### src/rtl/exe_pkg.sv
// rtl/exe_pkg.sv - shared EXE-stage encodings for the multiply controller
package exe_pkg;

  localparam int XLEN_DEFAULT = 32;

  typedef enum logic [1:0] {
    MUL_OP_MUL    = 2'b00,
    MUL_OP_MULH   = 2'b01,
    MUL_OP_MULHSU = 2'b10,
    MUL_OP_MULHU  = 2'b11
  } mul_op_e;

  typedef enum logic [1:0] {
    MC_IDLE = 2'b00,
    MC_BUSY = 2'b01,
    MC_DONE = 2'b10
  } mc_state_e;

endpackage

### src/rtl/mul_sign_fix.sv
// rtl/mul_sign_fix.sv - operand magnitudes, result sign flag, product negate and half select
module mul_sign_fix
  import exe_pkg::*;
#(
  parameter int XLEN = XLEN_DEFAULT
) (
  input  logic [1:0]        op_i,
  input  logic [XLEN-1:0]   rs1_i,
  input  logic [XLEN-1:0]   rs2_i,
  output logic [XLEN-1:0]   mag_a_o,
  output logic [XLEN-1:0]   mag_b_o,
  output logic              neg_o,
  output logic              hi_o,
  input  logic              res_neg_i,
  input  logic              res_hi_i,
  input  logic [2*XLEN-1:0] prod_i,
  output logic [XLEN-1:0]   res_o
);

  logic              s1, s2, neg_a, neg_b;
  logic [2*XLEN-1:0] prod_s;

  assign s1    = (op_i == MUL_OP_MULH) || (op_i == MUL_OP_MULHSU);
  assign s2    = (op_i == MUL_OP_MULH);
  assign neg_a = s1 & rs1_i[XLEN-1];
  assign neg_b = s2 & rs2_i[XLEN-1];

  // the most negative value negates to itself, which is its correct unsigned magnitude
  assign mag_a_o = neg_a ? ({XLEN{1'b0}} - rs1_i) : rs1_i;
  assign mag_b_o = neg_b ? ({XLEN{1'b0}} - rs2_i) : rs2_i;
  assign neg_o   = neg_a ^ neg_b;
  assign hi_o    = (op_i != MUL_OP_MUL);

  assign prod_s = res_neg_i ? ({(2*XLEN){1'b0}} - prod_i) : prod_i;
  assign res_o  = res_hi_i ? prod_s[2*XLEN-1:XLEN] : prod_s[XLEN-1:0];

endmodule

### src/rtl/mul_ctrl.sv
// rtl/mul_ctrl.sv - RV32M multiply sequencer around the shift-add multiplier; MUL_CTRL_PCACHE_EN adds a product cache
module mul_ctrl
  import exe_pkg::*;
#(
  parameter int XLEN = exe_pkg::XLEN_DEFAULT
) (
  input  logic              clk_i,
  input  logic              rst_i,
  input  logic              valid_i,
  input  logic [1:0]        op_i,
  input  logic [XLEN-1:0]   rs1_i,
  input  logic [XLEN-1:0]   rs2_i,
  input  logic              flush_i,
  output logic              stall_o,
  output logic              done_o,
  output logic [XLEN-1:0]   rd_data_o,
  output logic [XLEN-1:0]   mul_a_o,
  output logic [XLEN-1:0]   mul_b_o,
  output logic              mul_req_o,
  output logic              mul_flush_o,
  input  logic              mul_ready_i,
  input  logic [2*XLEN-1:0] mul_result_i
);

  mc_state_e         state_q, state_d;
  logic              neg_r, hi_r;
  logic              neg_new, hi_new, res_neg, res_hi;
  logic [XLEN-1:0]   mag_a, mag_b, res;
  logic [2*XLEN-1:0] res_prod;
  logic              cache_hit, issue, capture;

`ifdef MUL_CTRL_PCACHE_EN
  logic              pc_valid;
  logic [XLEN-1:0]   pc_a, pc_b;
  logic [2*XLEN-1:0] pc_prod;

  assign cache_hit = pc_valid && (pc_a == mag_a) && (pc_b == mag_b);
  // in IDLE the result is built from the cached product with the new instruction's flags
  assign res_prod  = (state_q == MC_IDLE) ? pc_prod : mul_result_i;
`else
  assign cache_hit = 1'b0;
  assign res_prod  = mul_result_i;
`endif

  assign res_neg = (state_q == MC_IDLE) ? neg_new : neg_r;
  assign res_hi  = (state_q == MC_IDLE) ? hi_new : hi_r;

  mul_sign_fix #(.XLEN(XLEN)) u_sign_fix (
    .op_i      (op_i),
    .rs1_i     (rs1_i),
    .rs2_i     (rs2_i),
    .mag_a_o   (mag_a),
    .mag_b_o   (mag_b),
    .neg_o     (neg_new),
    .hi_o      (hi_new),
    .res_neg_i (res_neg),
    .res_hi_i  (res_hi),
    .prod_i    (res_prod),
    .res_o     (res)
  );

  always_comb begin
    state_d = state_q;
    issue   = 1'b0;
    capture = 1'b0;
    if (flush_i) begin
      state_d = MC_IDLE;
    end else begin
      case (state_q)
        MC_IDLE: if (valid_i) begin
          issue   = 1'b1;
          capture = cache_hit;
          state_d = cache_hit ? MC_DONE : MC_BUSY;
        end
        MC_BUSY: if (mul_ready_i) begin
          capture = 1'b1;
          state_d = MC_DONE;
        end
        MC_DONE: state_d = MC_IDLE;
        default: state_d = MC_IDLE;
      endcase
    end
  end

  always_ff @(posedge clk_i or posedge rst_i) begin
    if (rst_i) state_q <= MC_IDLE;
    else       state_q <= state_d;
  end

  always_ff @(posedge clk_i or posedge rst_i) begin
    if (rst_i) begin
      done_o    <= 1'b0;
      rd_data_o <= '0;
      mul_req_o <= 1'b0;
      mul_a_o   <= '0;
      mul_b_o   <= '0;
      neg_r     <= 1'b0;
      hi_r      <= 1'b0;
    end else begin
      mul_req_o <= (state_d == MC_BUSY);
      done_o    <= (state_d == MC_DONE);
      if (issue) begin
        mul_a_o <= mag_a;
        mul_b_o <= mag_b;
        neg_r   <= neg_new;
        hi_r    <= hi_new;
      end
      if (capture) rd_data_o <= res;
    end
  end

`ifdef MUL_CTRL_PCACHE_EN
  always_ff @(posedge clk_i or posedge rst_i) begin
    if (rst_i) begin
      pc_valid <= 1'b0;
      pc_a     <= '0;
      pc_b     <= '0;
      pc_prod  <= '0;
    end else if (flush_i && (state_q == MC_BUSY)) begin
      pc_valid <= 1'b0;
    end else if (capture && (state_q == MC_BUSY)) begin
      pc_valid <= 1'b1;
      pc_a     <= mul_a_o;
      pc_b     <= mul_b_o;
      pc_prod  <= mul_result_i;
    end
  end
`endif

  assign stall_o     = valid_i & (state_q != MC_DONE);
  assign mul_flush_o = flush_i;

  // the instruction must stay put while the multiplier works on it
  a_stable_busy: assert property (@(posedge clk_i) disable iff (rst_i)
    ((state_q == MC_BUSY) && !flush_i) |->
      (valid_i && (mag_a == mul_a_o) && (mag_b == mul_b_o) && (neg_new == neg_r) && (hi_new == hi_r)));

endmodule
### config.mk
export PLATFORM = sky130hd
export DESIGN_NAME = mul_ctrl
export DESIGN_NICKNAME = d
export VERILOG_FILES = /design/src/rtl/exe_pkg.sv /design/src/rtl/mul_sign_fix.sv /design/src/rtl/mul_ctrl.sv
export SDC_FILE = /design/constraint.sdc
export NUM_CORES = 1
export LEC_CHECK = 0
export ABC_CLOCK_PERIOD_IN_PS = 3800
export CORE_ASPECT_RATIO = 1.1
export CORE_MARGIN = 1
export CORE_UTILIZATION = 48
export CTS_BUF_LIST = sky130_fd_sc_hd__clkbuf_8
export DETAILED_ROUTE_END_ITERATION = 8
export HOLD_SLACK_MARGIN = 0.12
export PLACE_DENSITY = 0.83
export SLEW_MARGIN = 20
export SYNTH_ARGS = -nofsm -noshare
export SYNTH_HDL_FRONTEND = slang
export SYNTH_SLANG_ARGS = --single-unit
export TNS_END_PERCENT = 50
### constraint.sdc
create_clock -name clk_i -period 3.8 [get_ports clk_i]
set_input_delay 0.76 -clock clk_i [delete_from_list [all_inputs] [get_ports clk_i]]
set_output_delay 0.76 -clock clk_i [all_outputs]
set_load 0.01 [all_outputs]
==> results.ini <==
[synth]
yosysSeqAreaShare_pct = 36.2
syn_area_per_cell_um2 = 8.23
yosysMostFrequentCell = nand2_1
synth_top_area_share_pct = 36.2
synth.distinct_cells = 70
postSynth.asyncResetShare_pct = 100
synth_top_flop_cell = dfrtp_1
syn_nets = 997
synth_edf_count = 0
syn_inst = 857
syn-cell-area_um2 = 7060
ys_ff_latch = 102
ys_warn_count = 0
yosys-top-cells-area = dfrtp_1, o21ai_0, xor2_1
synth_top_area_cell = dfrtp_1
synth_top_cells_by_count = nand2_1, dfrtp_1, o21ai_0

[die]
die_w_um = 118
rows = 46
core_area_um2 = 14400
io_pins = 235
die_h_um = 129
die_area_um2 = 15200
start_util_pct = 49.0

[timing]
hold_viol = 0
finalSetupViolCount = 0
final.hold.worst_slack_ns = 0.486
drv_slew = 0
setup_tns_ns = 0
max_freq_mhz = 305
fin_skew_ns = 0.0100
slew-limit-headroom_pct = 48.3
fin_crit_sh_pct = 86.3
fin_ws_ns = 0.520
rsz0062_at_grt = false
min_period_ns = 3.28
tightest_slew_ns = 0.774

[clocking]
cts_resized = 0
postCtsHoldBufs = 0
post_cts_buffers = 0
clock-root-buffer = clkbuf_8
clkSlewWorstSetupHoldPaths_ns = 0.10
h-tree-depth = 3
cts_buffers = 9
cts.path.max_buffers = 2
clkSinkCount = 102
clk_latency_ns = 0.40
cts_tree = built

[power]
irDropWorstVdd_mv = 0.258
p_leak_nw = 3.87
total_power_mw = 3.93
p_per_area_nw_per_um2 = 395

[routing]
drt_iter0_drc = 653
vias_per_cell = 5.98
dr.pass1.iters = 5
drcViolationCount = 0
antenna_left = 0
wl_per_cell_um = 18.9
routed_wl_um = 24300
vias = 7688

[place]
place.gp.congestion = 0.962
pre_cts_slack_ns = 0.139
placed_cells = 1270
io_buffers = 234
place_hpwl_um = 18400
placed_cell_area_um2 = 9760

[worst_setup_path]
crit_start = mul_result_i[22]
cp-end-kind = flop
worstPathMaxFanout = 4
start_kind = input port
arrival_ns = 3.55
path_class = input port to flop
rr_startpoint = state_q[1]$_DFF_PP0_
required_ns = 4.07

[global_route]
grt_max_degree = 125
track_usage_pct = 32.0
grt_pass1_vias = 7308
overflow = 0
antenna_found_initial = 0
grt_pass1_wl_um = 38100

[final_layout]
utilization_pct = 69.2
final_nets = 1229
diodes = 0
fin_cells = 1286
stdcell_area_um2 = 9960
area_growth_pct = 41.1
drive_gt1_share_pct = 6.58

[min_path]
worstHoldStart = mul_a_o[2]$_DFFE_PP0P_
min_path_type = flop to flop

[run_status]
status = complete, no violations

[job]
maxCapViolations = 0

## worst paths after layout
| path | slack (ns) | depth (start not counted) | to |
|---|---|---|---|
| worst max-delay path | 0.52 | 7 | rd_data_o[30]$_DFFE_PP0P_ |
| worst min-delay path | 0.49 | 2 | mul_a_o[2]$_DFFE_PP0P_ |
| worst max register to register | 1.35 | 7 | rd_data_o[31]$_DFFE_PP0P_ |
| worst min register to register | 0.49 | 2 | mul_a_o[2]$_DFFE_PP0P_ |
| max in group asynchronous | 2.28 | 3 | mul_b_o[31]$_DFFE_PP0P_ |
| min in group asynchronous | 0.79 | 2 | mul_a_o[18]$_DFFE_PP0P_ |
## metal layers
layer / vias to the layer above / global-route usage [%] / part of all wire, %
li1: 3621 / - / -
met1: 3577 / 38.9 / 39
met2: 423 / 52.9 / 46
met3: 67 / 8.93 / 10
met4: 0 / 15.2 / 3.8
met5: - / 0 / 0
## sequential cells by signal, summed over array words and instances, names as in the netlist
| register | cells |
|---|---|
| mul_a_o | 32 |
| mul_b_o | 32 |
| rd_data_o | 32 |
| state_q | 2 |
| done_o | 1 |
| hi_r | 1 |
| mul_req_o | 1 |
| neg_r | 1 |
## cells by family after synthesis
kind of cell | count (synthesis) | share of synthesized area, %
compound gates | 242 | 21.7
xor+xnor | 92 | 11.4
fa+ha+maj | 5 | 0.887
buf+inv | 66 | 3.67
flops | 102 | 36.2
mux | 8 | 1.15
simple gates | 342 | 25.0
## placed cells by master (no fill, tap or decap), types with 4 or more instances in the layout
| cell type | count |
|---|---|
| buf_4 | 32 |
| o21ai_0 | 93 |
| o31ai_1 | 25 |
| a31oi_1 | 13 |
| inv_1 | 18 |
| dfrtp_1 | 102 |
| o41ai_1 | 7 |
| nor2_1 | 55 |
| and3_1 | 7 |
| nor4_1 | 32 |
| or4_1 | 10 |
| or2_2 | 5 |
| nand3b_1 | 6 |
| xor2_1 | 51 |
| a21oi_1 | 36 |
| or3_1 | 18 |
| o221ai_1 | 7 |
| nand2b_1 | 5 |
| o311a_1 | 4 |
| a22oi_1 | 4 |
| ha_1 | 5 |
| nor3_1 | 30 |
| mux2i_1 | 7 |
| a211oi_1 | 5 |
| clkdlybuf4s50_1 | 234 |
| nand4_1 | 11 |
| xnor2_1 | 41 |
| and2_1 | 4 |
| nand3_1 | 22 |
| a21o_1 | 8 |
| o21ai_1 | 4 |
| clkbuf_8 | 9 |
| nand2_1 | 114 |
## worst max-delay path, cell delays in order
cell and delay [ns]:
clkdlybuf4s50_1 0.48, or4_1 0.66, or4_4 0.54, or3_4 0.44, nor4_4 0.35, mux2i_1 0.26, nor4_2 0.06
## final cells by class
type	count	area, um2
Tap cell	192	240
Clock buffer	9	124
Multi-Input combinational cell	689	4260
Inverter	18	70.1
Sequential cell	102	2550
Timing Repair Buffer	269	2640
Clock inverter	7	72.6
Fill cell	1187	4430
## power breakdown
| group | switching [mW] | internal [mW] | leakage (nW) | total [mW] |
|---|---|---|---|---|
| registers | 0.168 | 1.35 | 1.27 | 1.52 |
| clock network | 0.430 | 0.308 | 0.101 | 0.738 |
| logic | 0.780 | 0.897 | 2.50 | 1.68 |
| total | 1.38 | 2.56 | 3.87 | 3.93 |
No activity file was read; power rests on OpenSTA's default activity.
